### src/rtl/periph_io.sv
// Memory-mapped I/O peripheral: 32-bit auto-reload timer with interrupt, LED
// register, synchronized switch inputs and a static/scanned 7-segment display.
module periph_io #(
   parameter logic [31:0] BASE      = 32'h4000_0000,
   parameter int          SW_WIDTH  = 8,
   parameter int          LED_WIDTH = 8,
   parameter int          DIGITS    = 4,
   parameter int          SCAN_DIV  = 4
) (
   input  logic                    sysclk,
   input  logic                    Reset_n,
   input  logic [31:0]             addr,
   input  logic [31:0]             wdata,
   input  logic                    we,
   output logic [31:0]             rdata,
   output logic                    irq,
   input  logic [SW_WIDTH-1:0]     switch,
   output logic [LED_WIDTH-1:0]    led,
   output logic [7*DIGITS-1:0]     digi_seg,
   output logic [DIGITS-1:0]       digi_an
);

   localparam logic [7:0] OFF_TH   = 8'h00;
   localparam logic [7:0] OFF_TL   = 8'h04;
   localparam logic [7:0] OFF_TCON = 8'h08;
   localparam logic [7:0] OFF_LED  = 8'h0C;
   localparam logic [7:0] OFF_SW   = 8'h10;
   localparam logic [7:0] OFF_DISP = 8'h14;
   localparam logic [7:0] OFF_DCON = 8'h18;

   localparam int DISP_W = 4 * DIGITS;
   localparam int DIV_W  = (SCAN_DIV > 1) ? $clog2(SCAN_DIV) : 1;
   localparam int IDX_W  = (DIGITS > 1) ? $clog2(DIGITS) : 1;
   localparam logic [DIV_W-1:0] DIV_LAST = DIV_W'(SCAN_DIV - 1);
   localparam logic [IDX_W-1:0] IDX_LAST = IDX_W'(DIGITS - 1);

   // TCON bit positions
   localparam int T_EN   = 0;
   localparam int T_IE   = 1;
   localparam int T_FLAG = 2;

   logic [31:0]         th;
   logic [31:0]         tl;
   logic [2:0]          tcon;
   logic [DISP_W-1:0]   disp;
   logic                dcon;
   logic [SW_WIDTH-1:0] sw_meta;
   logic [SW_WIDTH-1:0] sw_sync;
   logic [DIV_W-1:0]    div_cnt;
   logic [IDX_W-1:0]    digit_idx;

   logic       sel;
   logic [7:0] offset;
   logic       wr_th, wr_tl, wr_tcon, wr_led, wr_disp, wr_dcon;
   logic       overflow;

   // ------------------------------------------------------------------
   // Bus decode
   // ------------------------------------------------------------------
   assign sel     = (addr[31:8] == BASE[31:8]);
   assign offset  = addr[7:0];
   assign wr_th   = we && sel && (offset == OFF_TH);
   assign wr_tl   = we && sel && (offset == OFF_TL);
   assign wr_tcon = we && sel && (offset == OFF_TCON);
   assign wr_led  = we && sel && (offset == OFF_LED);
   assign wr_disp = we && sel && (offset == OFF_DISP);
   assign wr_dcon = we && sel && (offset == OFF_DCON);

   assign overflow = tcon[T_EN] && (tl == 32'hFFFF_FFFF);
   assign irq      = tcon[T_IE] & tcon[T_FLAG];

   // ------------------------------------------------------------------
   // Timer: software writes take priority over count/reload, and a TCON
   // write during overflow still latches the flag if it keeps irq enabled.
   // ------------------------------------------------------------------
   // NOTE: state registers use non-blocking assignments so every flop samples
   // pre-edge values, independent of statement order between blocks.
   always_ff @(posedge sysclk or negedge Reset_n) begin
      if (!Reset_n) begin
         th   <= '0;
         tl   <= '0;
         tcon <= '0;
      end else begin
         if (wr_th)
            th <= wdata;

         if (wr_tl)
            tl <= wdata;
         else if (tcon[T_EN])
            tl <= overflow ? th : tl + 32'd1;

         if (wr_tcon) begin
            tcon[T_IE:T_EN] <= wdata[T_IE:T_EN];
            tcon[T_FLAG]    <= wdata[T_FLAG] | (overflow & wdata[T_IE]);
         end else if (overflow && tcon[T_IE]) begin
            tcon[T_FLAG] <= 1'b1;
         end
      end
   end

   // ------------------------------------------------------------------
   // LED, display and display-control registers
   // ------------------------------------------------------------------
   always_ff @(posedge sysclk or negedge Reset_n) begin
      if (!Reset_n) begin
         led  <= '0;
         disp <= '0;
         dcon <= 1'b0;
      end else begin
         if (wr_led)
            led <= wdata[LED_WIDTH-1:0];
         if (wr_disp)
            disp <= wdata[DISP_W-1:0];
         if (wr_dcon)
            dcon <= wdata[0];
      end
   end

   // Two-flop synchronizer for the asynchronous switch inputs
   always_ff @(posedge sysclk or negedge Reset_n) begin
      if (!Reset_n) begin
         sw_meta <= '0;
         sw_sync <= '0;
      end else begin
         sw_meta <= switch;
         sw_sync <= sw_meta;
      end
   end

   // ------------------------------------------------------------------
   // Scan divider and digit index run in both display modes, so switching
   // into scan mode picks up wherever the index currently is.
   // ------------------------------------------------------------------
   always_ff @(posedge sysclk or negedge Reset_n) begin
      if (!Reset_n) begin
         div_cnt   <= '0;
         digit_idx <= '0;
      end else if (div_cnt == DIV_LAST) begin
         div_cnt   <= '0;
         digit_idx <= (digit_idx == IDX_LAST) ? '0 : digit_idx + IDX_W'(1);
      end else begin
         div_cnt <= div_cnt + DIV_W'(1);
      end
   end

   // ------------------------------------------------------------------
   // Read mux
   // ------------------------------------------------------------------
   // NOTE: every always_comb output gets a default first; a path that leaves
   // it unassigned would otherwise infer a latch.
   always_comb begin
      rdata = '0;
      if (sel) begin
         case (offset)
            OFF_TH:   rdata = th;
            OFF_TL:   rdata = tl;
            OFF_TCON: rdata[2:0] = tcon;
            OFF_LED:  rdata[LED_WIDTH-1:0] = led;
            OFF_SW:   rdata[SW_WIDTH-1:0] = sw_sync;
            OFF_DISP: rdata[DISP_W-1:0] = disp;
            OFF_DCON: rdata[0] = dcon;
            default:  ;
         endcase
      end
   end

   // ------------------------------------------------------------------
   // Hex to active-low segments, bit order {g,f,e,d,c,b,a}
   // ------------------------------------------------------------------
   function automatic logic [6:0] hex_to_seg(input logic [3:0] nib);
      case (nib)
         4'h0:    return 7'b1000000;
         4'h1:    return 7'b1111001;
         4'h2:    return 7'b0100100;
         4'h3:    return 7'b0110000;
         4'h4:    return 7'b0011001;
         4'h5:    return 7'b0010010;
         4'h6:    return 7'b0000010;
         4'h7:    return 7'b1111000;
         4'h8:    return 7'b0000000;
         4'h9:    return 7'b0010000;
         4'hA:    return 7'b0001000;
         4'hB:    return 7'b0000011;
         4'hC:    return 7'b1000110;
         4'hD:    return 7'b0100001;
         4'hE:    return 7'b0000110;
         default: return 7'b0001110;
      endcase
   endfunction

   // Static mode lights every digit; scan mode lights only the indexed one.
   always_comb begin
      digi_seg = '1;
      digi_an  = '0;
      for (int k = 0; k < DIGITS; k++) begin
         if (!dcon || (digit_idx == IDX_W'(k))) begin
            digi_an[k]          = 1'b1;
            digi_seg[7*k +: 7]  = hex_to_seg(disp[4*k +: 4]);
         end
      end
   end

endmodule

### config.mk
export PLATFORM = sky130hd
export DESIGN_NAME = periph_io
export DESIGN_NICKNAME = d
export VERILOG_FILES = /design/src/rtl/periph_io.sv
export SDC_FILE = /design/constraint.sdc
export NUM_CORES = 1
export LEC_CHECK = 0
export CAP_MARGIN = 0
export CORE_MARGIN = 1.5
export CORE_UTILIZATION = 52
export CTS_BUF_LIST = sky130_fd_sc_hd__clkbuf_16
export DETAILED_ROUTE_END_ITERATION = 16
export PLACE_DENSITY_LB_ADDON = 0.12
export REMOVE_ABC_BUFFERS = 1
export SLEW_MARGIN = 20
export SYNTH_ARGS = -nofsm -noshare
export SYNTH_HDL_FRONTEND = slang
export SYNTH_SLANG_ARGS = --single-unit
### constraint.sdc
create_clock -name sysclk -period 2.4 [get_ports sysclk]
set_input_delay 0.36 -clock sysclk [delete_from_list [all_inputs] [get_ports sysclk]]
set_output_delay 0.36 -clock sysclk [all_outputs]
set_load 0.02 [all_outputs]
# After elaboration in Yosys (flattened, before gate mapping)
# Memories as Yosys holds them, arrays and structs flattened.
# Index checks and enable logic that the tools add are counted.
word_totals:
  register_bits: 112
  mem_bits_ro: 448
  input_bits: 75
  out_inout_bits: 73
  word_cells: 72
  memories: 4
op_classes:
  n_addsub: 3
  eq_ne: 12
  muxes: 21
  bitwise_logic: 3
  n_reduce_logical: 18
mem_list:
  columns: ["name", "words", "width", "read_ports", "rd_clocked_by_memory_dff", "write_ports", "line", "rtl"]
  rows:
  - ["(no name shown)", 16, 7, 1, 0, 0, "171", "case (nib)"]
  - ["(no name shown)", 16, 7, 1, 0, 0, "171", null]
  - ["(no name shown)", 16, 7, 1, 0, 0, "171", null]
  - ["(no name shown)", 16, 7, 1, 0, 0, "171", null]
op_table:
  columns: ["op", "count"]
  rows:
  - ["$mux 32", 4]
  - ["$add 32x1->32 const B", 1]
  - ["$eq 32x32->1 const B", 1]
  - ["$pmux 16 s2", 1]
  - ["$mux 7", 4]
  - ["$pmux 5 s5", 1]
  - ["$eq 24x23->1 const B", 1]
  - ["$eq 8x5->1 const B", 3]
  - ["$pmux 8 s3", 1]
  - ["$eq 8x4->1 const B", 2]
  - ["$pmux 2 s6", 1]
  - ["$logic_and 1x1->1", 9]
  - ["$eq 8x3->1 const B", 1]
  - ["$logic_not 8->1", 1]
  - ["$pmux 1 s7", 1]
  - ["$eq 2x2->1 const B", 3]
  - ["$mux 1", 6]
  - ["$add 2x1->2 const B", 2]
  - ["$logic_or 1x1->1", 4]
  - ["$mux 2", 2]
  - ["$reduce_bool 2->1", 2]
  - ["$and 1x1->1", 2]
  - ["$eq 2x1->1 const B", 1]
  - ["$logic_not 2->1", 1]
  - ["other kinds (2)", 2]

# Longest topological paths before layout
# Gate-level depths: netlist (run 1).
logic_depth:
  depth_word: 5
  mapped_depth: 8
  ltp_nobuf: 6

# Worst setup path before layout (run 1)
# No wires, ideal clock.
synth_timing:
  path_type: "input to output"
  start: "input port addr[1]"
  end: "output port rdata[2]"
  arrival_time_ns: 2.120
  required_ns: 2.040
  setup_slack_ns: -0.080
  path_stages: 6
  path_cell_list: "nor4_2 or3b_1 nor3_4 buf_2 a22oi_1 a21oi_1"
synth_between:
  elab_chain_cells: 3
synth_rtl:
  columns: ["item", "line", "rtl"]
  rows:
  - ["start, declared", "12", "input logic [31:0] addr,"]
  - ["$eq 8x5->1 (tied with other cells)", "154", "case (offset)"]
  - ["$pmux 2 s6 *", "154", null]
  - ["$mux 32 *", "153", "if (sel) begin"]
  - ["end, declared", "15", "output logic [31:0] rdata,"]
# Mark *: on every way between the ends. The rest lies on a longest branch, timed or not.

# Worst setup path in the final report (run 1)
layout_timing:
  start: "input port addr[11]"
  end: "output port rdata[9]"
layout_between:
  elab_chain_cells: 2
layout_rtl:
  columns: ["item", "line", "rtl"]
  rows:
  - ["$eq 24x23->1", "60", "assign sel = (addr[31:8] == BASE[31:8]);"]
  - ["$mux 32", "153", null]
# Every way passes these cells.

==> results of run 1 <==
sequential cells by signal, indices dropped and copies added (netlist names):
name	flops
digit_idx	2
th	32
dcon	1
disp	16
tl	32
sw_meta	8
led	8
sw_sync	8
div_cnt	2
tcon	3
logic make-up after synthesis:
logic type                 Yosys count
AOI/OAI and AO/OA                  176
xor gates and xnor gates            10
adders and majority gates           30
buffers and inverters               74
DFF                                112
muxes                               98
and+or+nand+nor                    269
synthesized netlist by cell type (6+ instances only):
library cell / count / share of area
sky130_fd_sc_hd__a21o_1: 6 / 0.0060
sky130_fd_sc_hd__a21oi_1: 22 / 0.015
sky130_fd_sc_hd__a222oi_1: 8 / 0.011
sky130_fd_sc_hd__a22oi_1: 25 / 0.025
sky130_fd_sc_hd__a31oi_1: 6 / 0.0050
sky130_fd_sc_hd__and2_1: 6 / 0.0050
sky130_fd_sc_hd__and3_1: 7 / 0.0058
sky130_fd_sc_hd__and4_1: 9 / 0.011
sky130_fd_sc_hd__buf_2: 7 / 0.0047
sky130_fd_sc_hd__clkbuf_1: 33 / 0.017
sky130_fd_sc_hd__dfrtp_1: 112 / 0.37
sky130_fd_sc_hd__ha_1: 30 / 0.050
sky130_fd_sc_hd__inv_1: 23 / 0.012
sky130_fd_sc_hd__mux2_2: 33 / 0.050
sky130_fd_sc_hd__mux2_4: 30 / 0.060
sky130_fd_sc_hd__mux2i_1: 33 / 0.044
sky130_fd_sc_hd__nand2_1: 61 / 0.031
sky130_fd_sc_hd__nand2b_1: 15 / 0.013
sky130_fd_sc_hd__nand3_1: 26 / 0.017
sky130_fd_sc_hd__nand4_1: 16 / 0.013
sky130_fd_sc_hd__nor2_1: 56 / 0.028
sky130_fd_sc_hd__nor2b_1: 13 / 0.011
sky130_fd_sc_hd__nor3_1: 19 / 0.013
sky130_fd_sc_hd__nor4_1: 13 / 0.011
sky130_fd_sc_hd__o211ai_1: 29 / 0.029
sky130_fd_sc_hd__o21a_1: 6 / 0.0060
sky130_fd_sc_hd__o21ai_0: 30 / 0.020
sky130_fd_sc_hd__o31ai_1: 12 / 0.012
sky130_fd_sc_hd__xnor2_1: 6 / 0.0070
power by group through the flow:
stage / Sequential (W) / Clock [W] / Combinational [W]
2_1_floorplan: 0.00194 / 0 / 0.0000256
3_3_place_gp: 0.00194 / 0 / 0.000243
3_5_place_dp: 0.00194 / 0 / 0.000247
6_report: 0.00190 / 0.00149 / 0.000260
4_1_cts: 0.00190 / 0.00152 / 0.000255
5_1_grt: 0.00190 / 0.00160 / 0.000278
metal layers:
metal	GRT usage	routed length [um]
met5	0	0
met4	0.1042	647
met3	0.05858	1243
met2	0.5372	11680
met1	0.3874	9709
critical path: cells and delay by family:
family	cells	cell delay, ns
AO/OA/AOI/OAI	1	0.06
buffers and inverters	5	0.79
AND/OR/NAND/NOR	4	0.83
worst max-delay path by stage:
stage | start | endpoint | slack (ns)
finish | addr[11] | rdata[9] | -0.0009
global route | addr[21] | rdata[9] | -0.08
CTS | addr[23] | rdata[12] | -0.04
detailed placement | addr[1] | rdata[12] | -0.76
global placement | addr[1] | rdata[12] | -0.76
floorplan | addr[1] | tl[19] | -0.88
metrics by stage:
step                      power [W]  area, um^2  hold slack [ns]     TNS, ns
after floorplan            0.001965        7258          0.06441      -35.43
after global placement     0.002183        9686           0.3323      -31.91
after detailed placement   0.002187        9686           0.3379      -32.76
after CTS                  0.003678       10090          0.09765     -0.1905
after global routing       0.003785       10430           0.1069     -0.9607
final                      0.003656       10430          0.02167  -0.0008755
timing repair:
action                                 4_1_cts  5_1_grt
resized for setup                          234       89
setup endpoints to repair                   60       45
pin swaps                                   21       39
buffers inserted                             9        5
cloned                                       2        1
endpoints found under the hold margin        0        0
cell type report:
class | count | share of cell area
clock buffer | 9 | 0.02160
timing repair buffer | 240 | 0.2256
inverter | 24 | 0.008640
tap | 180 | 0.02160
multi-input combinational | 583 | 0.4471
sequential | 112 | 0.2693
clock inverter | 7 | 0.006120
==> results.py, run 1 <==
metrics = {
    "cts": {
        "worstSkewPairLatency_ns": 0.37,
        "cts.hold.buffers_added": 0,
        "cts_tree": "done",
        "worst_setup_hold_path_clk_slew_ns": 0.08,
        "tritoncts.num_buffers": 9,
        "clock_tree.root_cell": "sky130_fd_sc_hd__clkbuf_16",
        "clock-sinks": 112,
        "h-tree-depth": 3,
        "clock_tree.buffer_depth": 2,
    },
    "finish": {
        "syn_to_final_growth_pct": 39.16,
        "drive_gt1_frac": 0.2913,
        "insertedDiodeCount": 0,
        "fill_cells": 1006,
        "multi_input_comb_area_um2": 4662,
        "mostFrequentLayoutCell": "sky130_fd_sc_hd__dfrtp_1",
        "mostFrequentLayoutCells": "108 x sky130_fd_sc_hd__dfrtp_1, 88 x sky130_fd_sc_hd__buf_4, 61 x sky130_fd_sc_hd__nand2_1, 55 x sky130_fd_sc_hd__clkdlybuf4s50_1, 46 x sky130_fd_sc_hd__nor2_1",
        "register_area_um2": 2808,
        "utilization": 0.7453,
        "fin_cells": 1155,
        "num-nets-final": 1075,
    },
    "die": {
        "fp.dieArea_um2": 15140,
        "chipHeight_um": 123.0,
        "floorplan.core_area_um2": 13990,
        "fp-row-count": 43,
        "floorplan.die.width_um": 123.0,
        "design.portCount": 148,
        "effective_utilization_at_floorplan": 0.5356,
    },
    "detailed_routing": {
        "route.final.wire_length_mm": 23.28,
        "wl_per_cell_um": 20.15,
        "routed-via-count": 7133,
        "drt-vias-per-instance": 6.176,
        "drt_first_iter_violations": 559,
        "drtPass1Iterations": 7,
        "ant_nets": 0,
        "post-route-drc-count": 0,
    },
    "yosys": {
        "synth-edff-count": 0,
        "netlist-cell-type-count": 63,
        "synth_top_family_by_area": "simple AND/OR/NAND/NOR gates",
        "register_area_share_after_synthesis": 0.3741,
        "synth-warning-count": 0,
        "ff_latch_count_synth": 112,
        "yosys.area_share.simple": 0.1977,
        "synth_compound_area_frac": 0.1633,
        "postSynth.asyncResetShare": 1.000,
        "flip_flop_cell_with_the_highest_count_after_synthesis": "sky130_fd_sc_hd__dfrtp_1",
        "syn-mean-instance-area_um2": 9.743,
        "post_synth_mux_area_share": 0.1598,
        "synth_adder_area_share": 0.05010,
        "post_synthesis_xor_xnor_area_fraction": 0.01169,
        "synth_area_um2": 7492,
        "synth_cells": 769,
    },
    "setup_path": {
        "start_kind": "input pin",
        "longest_individual_stage_delay_on_the_worst_path_ns": 0.31,
        "path_common_cell": "sky130_fd_sc_hd__buf_6",
        "r2r_path_end": "tl[25]",
        "largest_fanout_of_any_net_on_the_critical_path": 8,
        "cp.arrival_ns": 2.04,
        "reg_to_reg_start": "tl[5]",
        "reg2regPathDepth": 5,
        "r2r_setup_slack_ns": 0.14,
        "timing.critical_path.cells": "dlygate4sd2_1 -> nor4_4 -> nand4_1 -> nor2_2 -> buf_6 -> buf_6 -> o21ai_4 -> buf_12 -> nor2_4 -> buf_6",
        "cpMaxStageDelayCell": "sky130_fd_sc_hd__nor4_4",
        "path_class": "in2out",
        "timing.critical_path.required_ns": 2.04,
        "crit_path_end_kind": "primary output",
    },
    "timing": {
        "hold_violations": 0,
        "setup-violations-final": 1,
        "max_freq_ghz": 0.4165,
        "finalCriticalPeriod_ns": 2.401,
        "tightestPinTransition_ns": 0.6595,
        "slew_headroom": 0.5603,
        "setup_repair_after_global_routing_missed_its_margin": "yes",
        "clock-skew-final_ns": 0.01034,
        "slew_viol_final": 0,
        "setup_slack_ns": -0.0008755,
        "post-route-period-util": 1.000,
    },
    "global_route": {
        "number_of_global_route_vias_before_repair": 7096,
        "largest_net_degree_at_the_start_of_global_routing": 113,
        "gr-total-overflow": 0,
        "global_route.usage.total": 0.3094,
        "grt_antenna_before_repair": 0,
        "wire_length_of_the_first_global_routing_pass_mm": 36.39,
    },
    "run_status": {
        "violations": "setup timing",
        "status": "complete, but fails checks",
    },
    "flow_run": {
        "max_cap_viol_count": 0,
    },
    "pwr": {
        "pwr-share-comb": 0.071,
        "netSwitchingFraction": 0.2430,
        "total_leakage_power_nw": 4.702,
        "share_clk_of_total_power": 0.408,
        "pwr-share-seq": 0.520,
        "vdd_drop_max_v": 0.0004074,
        "intPower_w": 0.002768,
        "power.density_cell_area_nw_per_um2": 350.6,
        "p_switching_w": 0.0008883,
    },
    "placement": {
        "hpwlAfterDp_mm": 15.96,
        "place.gp.congestion": 0.9861,
        "placed_cells": 1122,
        "placement.setup.worst_slack_ns": -0.7569,
        "port-buffer-count": 147,
    },
    "worst_hold_path": {
        "hold_path.class": "in2async",
    },
}
Note: power is estimated with default switching activity, not from simulation.
==> run 2, diff against run 1 <==
--- a/config.mk
+++ b/config.mk
@@ -6,6 +6,7 @@
 export NUM_CORES = 1
 export LEC_CHECK = 0
 export CAP_MARGIN = 0
+export CORE_ASPECT_RATIO = 1.2
 export CORE_MARGIN = 1.5
 export CORE_UTILIZATION = 52
 export CTS_BUF_LIST = sky130_fd_sc_hd__clkbuf_16
==> results.py, run 2 (same netlist as run 1, synthesis figures left out) <==
metrics = {
    "cts": {
        "worstSkewPairLatency_ns": 0.37,
        "tritoncts.num_buffers": 9,
        "clock-sinks": 112,
        "worst_setup_hold_path_clk_slew_ns": 0.07,
        "h-tree-depth": 3,
        "clock_tree.root_cell": "sky130_fd_sc_hd__clkbuf_16",
        "cts_tree": "done",
        "clock_tree.buffer_depth": 2,
    },
    "finish": {
        "mostFrequentLayoutCell": "sky130_fd_sc_hd__dfrtp_1",
        "drive_gt1_frac": 0.2752,
        "mostFrequentLayoutCells": "105 x sky130_fd_sc_hd__dfrtp_1, 81 x sky130_fd_sc_hd__buf_4, 61 x sky130_fd_sc_hd__nand2_1, 61 x sky130_fd_sc_hd__clkdlybuf4s50_1, 45 x sky130_fd_sc_hd__nor2_1",
        "utilization": 0.7255,
        "biggestRegsByFlops": "th (32), tl (32), disp (16)",
        "fill_cells": 1034,
        "num-nets-final": 1063,
        "insertedDiodeCount": 0,
        "syn_to_final_growth_pct": 34.95,
    },
    "setup_path": {
        "cp_top_family": "buffers and inverters",
        "path_class": "in2out",
        "start_kind": "input pin",
        "worst-path-stages": 9,
        "worstSetupStartpoint": "addr[13]",
        "crit_path_end_kind": "primary output",
        "reg_to_reg_start": "tl[0]",
        "count_of_buffer_and_inverter_cells_on_the_critical_path": 4,
        "cpMaxStageDelayCell": "sky130_fd_sc_hd__clkdlybuf4s50_1",
        "longest_individual_stage_delay_on_the_worst_path_ns": 0.42,
        "largest_fanout_of_any_net_on_the_critical_path": 8,
        "timing.critical_path.required_ns": 2.04,
        "worstSetupEndpoint": "rdata[12]",
        "r2r_path_end": "tl[6]",
        "reg2regPathDepth": 7,
        "cp.arrival_ns": 2.01,
        "timing.critical_path.cells": "clkdlybuf4s50_1 -> nor4_2 -> nand2_1 -> nor2_2 -> buf_4 -> o21ai_2 -> buf_8 -> nor2_4 -> buf_6",
        "r2r_setup_slack_ns": 0.11,
    },
    "timing": {
        "clock-skew-final_ns": 0.01079,
        "setup-tns-final_ns": 0,
        "post-route-period-util": 0.9886,
        "finalCriticalPeriod_ns": 2.373,
        "max_freq_ghz": 0.4215,
        "tightestPinTransition_ns": 0.5674,
        "final.hold.worst_slack_ns": 0.3503,
        "slew_viol_final": 0,
        "setup-violations-final": 0,
        "setup_repair_after_global_routing_missed_its_margin": "yes",
        "hold_violations": 0,
        "slew_headroom": 0.6218,
    },
    "global_route": {
        "number_of_global_route_vias_before_repair": 7266,
        "gr-total-overflow": 0,
        "global_route.usage.total": 0.3029,
        "grt_antenna_before_repair": 0,
        "largest_net_degree_at_the_start_of_global_routing": 47,
        "wire_length_of_the_first_global_routing_pass_mm": 36.42,
    },
    "detailed_routing": {
        "ant_nets": 0,
        "routed-via-count": 6990,
        "drt-vias-per-instance": 6.164,
        "drt_first_iter_violations": 549,
        "wl_per_cell_um": 19.92,
        "route.final.wire_length_mm": 22.59,
        "post-route-drc-count": 3,
        "drtPass1Iterations": 11,
    },
    "flow_run": {
        "max_cap_viol_count": 0,
    },
    "pwr": {
        "share_clk_of_total_power": 0.405,
        "vdd_drop_max_v": 0.0003922,
        "intPower_w": 0.002753,
        "pwr-share-seq": 0.524,
        "total_leakage_power_nw": 4.554,
        "netSwitchingFraction": 0.2416,
        "power.density_cell_area_nw_per_um2": 359.1,
        "p_switching_w": 0.0008770,
        "pwr-share-comb": 0.070,
    },
    "worst_hold_path": {
        "hold_path.class": "reg2reg",
        "hold_path.startpoint": "sw_meta[3]",
    },
    "die": {
        "design.portCount": 148,
        "fp-row-count": 47,
        "floorplan.core_area_um2": 13940,
        "floorplan.die.width_um": 112.6,
        "chipHeight_um": 134.5,
        "effective_utilization_at_floorplan": 0.5376,
        "fp.dieArea_um2": 15140,
    },
    "placement": {
        "port-buffer-count": 147,
        "place.gp.congestion": 0.9296,
        "hpwlAfterDp_mm": 16.02,
    },
    "run_status": {
        "violations": "DRC",
        "status": "complete, but fails checks",
    },
}
## run 2: cell count changes in the layout (fill, tap and decap cells not counted), moves of 4 or more
cell and change:
sky130_fd_sc_hd__a22oi_1 +7, sky130_fd_sc_hd__a22oi_2 -7, sky130_fd_sc_hd__buf_12 -7, sky130_fd_sc_hd__buf_4 -7
sky130_fd_sc_hd__buf_2 +6, sky130_fd_sc_hd__clkdlybuf4s50_1 +6, sky130_fd_sc_hd__buf_6 -4, sky130_fd_sc_hd__clkbuf_2 -4
## run 2: per-stage QoR
stage / total power, W / std cells / setup WS [ns] / cell area, um^2
6_report: 0.003631 / 1134 / 0.02744 / 10110
5_1_grt: 0.003745 / 1134 / -0.06887 / 10110
4_1_cts: 0.003647 / 1134 / -0.07282 / 9936
3_5_place_dp: 0.002187 / 1104 / -0.8604 / 9532
3_3_place_gp: 0.002182 / 1104 / -0.7961 / 9532
2_1_floorplan: 0.001965 / 719 / -0.8781 / 7258
## run 2: routing by layer
metal  vias up  GRT usage  share of wire
li1       3237          -              -
met1      3433     0.3720           0.41
met2       265     0.5254           0.51
met3        55    0.03546          0.050
met4         0     0.1575          0.031
met5         -          0              0
## run 2: worst min-delay path by stage
| stage | depth (start not counted) | slack [ns] | end |
|---|---|---|---|
| 6_report | 0 | 0.35 | sw_sync[3] |
| 3_5_place_dp | 0 | 0.34 | sw_sync[3] |
| 3_3_place_gp | 0 | 0.33 | sw_sync[7] |
| 5_1_grt | 0 | 0.37 | sw_sync[1] |
| 4_1_cts | 0 | 0.35 | sw_sync[3] |
| 2_1_floorplan | 0 | 0.06 | dcon |
## run 2: cell type report
type | instances | area (um^2) | area share
clock inverters | 7 | 55.05 | 0.005445
clock buffers | 9 | 225.2 | 0.02227
repair buffers | 228 | 2118 | 0.2095
flip-flops and latches | 112 | 2811 | 0.2781
inverters | 24 | 90.09 | 0.008910
well taps | 171 | 214.0 | 0.02116
multi-input cells | 583 | 4597 | 0.4546
## run 2: what timing repair did
item	4_1_cts	5_1_grt
hold buffers	1	0
setup buffers	11	2
resized for setup	229	66
endpoints found under the hold margin	1	0
pin swaps	17	18
gates cloned	2	0
endpoints found under the setup margin	60	48
## run 2: power groups by stage
stage / clock network [W] / registers (W) / logic [W]
after floorplan: 0 / 0.00194 / 0.0000256
after global placement: 0 / 0.00194 / 0.000242
after detailed placement: 0 / 0.00194 / 0.000246
after CTS: 0.00149 / 0.00190 / 0.000254
after global routing: 0.00157 / 0.00190 / 0.000273
final: 0.00147 / 0.00190 / 0.000255
==> run 3, diff against run 2 <==
--- a/config.mk
+++ b/config.mk
@@ -9,7 +9,6 @@
 export CORE_ASPECT_RATIO = 1.2
 export CORE_MARGIN = 1.5
 export CORE_UTILIZATION = 52
-export CTS_BUF_LIST = sky130_fd_sc_hd__clkbuf_16
 export DETAILED_ROUTE_END_ITERATION = 16
 export PLACE_DENSITY_LB_ADDON = 0.12
 export REMOVE_ABC_BUFFERS = 1
==> constraint.sdc (replaced) <==
create_clock -name sysclk -period 2.43 [get_ports sysclk]
set_input_delay 0.3645 -clock sysclk [delete_from_list [all_inputs] [get_ports sysclk]]
set_output_delay 0.3645 -clock sysclk [all_outputs]
set_load 0.02 [all_outputs]
==> results.py, run 3 (same netlist as run 1, synthesis figures left out) <==
metrics = {
    "finish": {
        "syn_to_final_growth_pct": 35.77,
        "utilization": 0.7299,
        "biggestRegsByFlops": "th (32), tl (32), disp (16)",
        "mostFrequentLayoutCell": "sky130_fd_sc_hd__dfrtp_1",
        "fin_cells": 1131,
        "mostFrequentLayoutCells": "108 x sky130_fd_sc_hd__dfrtp_1, 78 x sky130_fd_sc_hd__buf_4, 65 x sky130_fd_sc_hd__clkdlybuf4s50_1, 61 x sky130_fd_sc_hd__nand2_1, 46 x sky130_fd_sc_hd__nor2_1",
        "num-nets-final": 1060,
        "drive_gt1_frac": 0.2688,
        "insertedDiodeCount": 0,
    },
    "timing": {
        "setup_repair_after_global_routing_missed_its_margin": "yes",
        "slew_headroom": 0.5892,
        "slew_viol_final": 0,
        "finalCriticalPeriod_ns": 2.479,
        "final.hold.worst_slack_ns": 0.3511,
        "setup-violations-final": 6,
        "clock-skew-final_ns": 0.01174,
        "hold_violations": 0,
        "post-route-period-util": 1.020,
        "max_freq_ghz": 0.4033,
        "setup_slack_ns": -0.04937,
        "tightestPinTransition_ns": 0.6116,
    },
    "cts": {
        "h-tree-depth": 3,
        "tritoncts.num_buffers": 9,
        "worstSkewPairLatency_ns": 0.36,
        "cts_tree": "done",
        "clock_tree.root_cell": "sky130_fd_sc_hd__clkbuf_16",
        "worst_setup_hold_path_clk_slew_ns": 0.07,
        "clock_tree.buffer_depth": 2,
        "clock-sinks": 112,
    },
    "setup_path": {
        "r2r_path_end": "tl[25]",
        "r2r_setup_slack_ns": 0.16,
        "start_kind": "input pin",
        "largest_fanout_of_any_net_on_the_critical_path": 6,
        "crit_path_end_kind": "primary output",
        "reg_to_reg_start": "tl[5]",
        "reg2regPathDepth": 5,
        "cp.arrival_ns": 2.11,
        "path_class": "in2out",
        "timing.critical_path.required_ns": 2.07,
    },
    "placement": {
        "placed_cells": 1107,
        "placement.setup.worst_slack_ns": -0.7870,
        "hpwlAfterDp_mm": 16.05,
        "port-buffer-count": 147,
        "place.gp.congestion": 0.9154,
    },
    "detailed_routing": {
        "route.final.wire_length_mm": 22.68,
        "drt-vias-per-instance": 6.221,
        "routed-via-count": 7036,
        "drtPass1Iterations": 12,
        "wl_per_cell_um": 20.05,
        "post-route-drc-count": 3,
        "drt_first_iter_violations": 574,
        "ant_nets": 0,
    },
    "worst_hold_path": {
        "hold_end": "sw_sync[2]",
        "hold_path.class": "reg2reg",
        "worstHoldPathCells": 0,
        "hold_path.startpoint": "sw_meta[2]",
    },
    "die": {
        "fp.dieArea_um2": 15140,
        "design.portCount": 148,
        "floorplan.core_area_um2": 13940,
        "floorplan.die.width_um": 112.6,
        "chipHeight_um": 134.5,
        "fp-row-count": 47,
        "effective_utilization_at_floorplan": 0.5376,
    },
    "global_route": {
        "grt_antenna_before_repair": 0,
        "gr-total-overflow": 0,
        "wire_length_of_the_first_global_routing_pass_mm": 37.35,
        "global_route.usage.total": 0.3055,
        "largest_net_degree_at_the_start_of_global_routing": 47,
        "number_of_global_route_vias_before_repair": 7382,
    },
    "pwr": {
        "total_power_w": 0.003619,
        "vdd_drop_max_v": 0.0003457,
        "total_leakage_power_nw": 4.557,
        "pwr-share-seq": 0.519,
        "pwr-share-comb": 0.070,
        "intPower_w": 0.002774,
        "power.density_cell_area_nw_per_um2": 355.7,
        "netSwitchingFraction": 0.2335,
        "share_clk_of_total_power": 0.410,
        "p_switching_w": 0.0008450,
    },
    "run_status": {
        "status": "complete, but fails checks",
        "violations": "DRC, setup timing",
    },
    "flow_run": {
        "max_cap_viol_count": 0,
    },
}
run 3: cell count changes in the layout (fill, tap and decap cells not counted), sizes merged:
cell / change
clkbuf: +4
clkdlybuf4s15: -4
clkdlybuf4s50: +4
buf: -3
inv: -3
clkinv: +1
dlygate4sd2: -1
dlymetal6s2s: -1
run 3: area by class of cell:
class | instances | area [um^2]
Multi-Input combinational cell | 583 | 4621
Sequential cell | 112 | 2808
Clock buffer | 11 | 252.7
Inverter | 24 | 90.09
Fill cell | 1008 | 3765
Tap cell | 171 | 214.0
Timing Repair Buffer | 225 | 2147
Clock inverter | 5 | 40.04
run 3: worst max path at each step:
stage / startpoint / to / slack, ns / cells past startpoint
floorplan: addr[1] / tl[19] / -0.85 / 5
global placement: addr[1] / rdata[12] / -0.77 / 9
detailed placement: addr[1] / rdata[13] / -0.79 / 9
CTS: addr[1] / rdata[8] / -0.03 / 10
global route: addr[0] / rdata[15] / -0.09 / 9
finish: addr[0] / rdata[12] / -0.05 / 9
run 3: through the flow:
stage | cell area, um^2 | TNS (ns)
after floorplan | 7258 | -32.86
after CTS | 9923 | -0.2130
after global routing | 10170 | -1.151
final | 10170 | -0.1422
after detailed placement | 9567 | -42.66
after global placement | 9567 | -38.75
run 3: timing repair:
action	CTS	global route
setup endpoints to repair	59	45
buffers inserted	8	0
cloned	2	1
pin swaps	9	31
resized for setup	216	85
endpoints found under the hold margin	31	0
hold buffers	1	0
run 3: per-layer routing:
metal  vias to the layer above  GRT usage  part of all wire
li1                       3249          -                 -
met1                      3444     0.3754              0.40
met2                       279     0.5390              0.50
met3                        64    0.04174             0.056
met4                         0     0.1301             0.039
met5                         -          0                 0
run 3: critical path: stages:
cell and delay (ns):
sky130_fd_sc_hd__buf_6 0.09, sky130_fd_sc_hd__nor4_4 0.30, sky130_fd_sc_hd__or3b_4 0.44, sky130_fd_sc_hd__nor3_4 0.21, sky130_fd_sc_hd__buf_6 0.17, sky130_fd_sc_hd__buf_12 0.13
sky130_fd_sc_hd__a222oi_1 0.14, sky130_fd_sc_hd__nor2_4 0.14, sky130_fd_sc_hd__buf_6 0.12
run 3: power by group through the flow:
| stage | Combinational (W) | Sequential [W] | Clock [W] |
|---|---|---|---|
| floorplan | 0.0000253 | 0.00192 | 0 |
| global placement | 0.000238 | 0.00192 | 0 |
| detailed placement | 0.000243 | 0.00192 | 0 |
| CTS | 0.000251 | 0.00188 | 0.00149 |
| global route | 0.000274 | 0.00188 | 0.00157 |
| finish | 0.000255 | 0.00188 | 0.00148 |
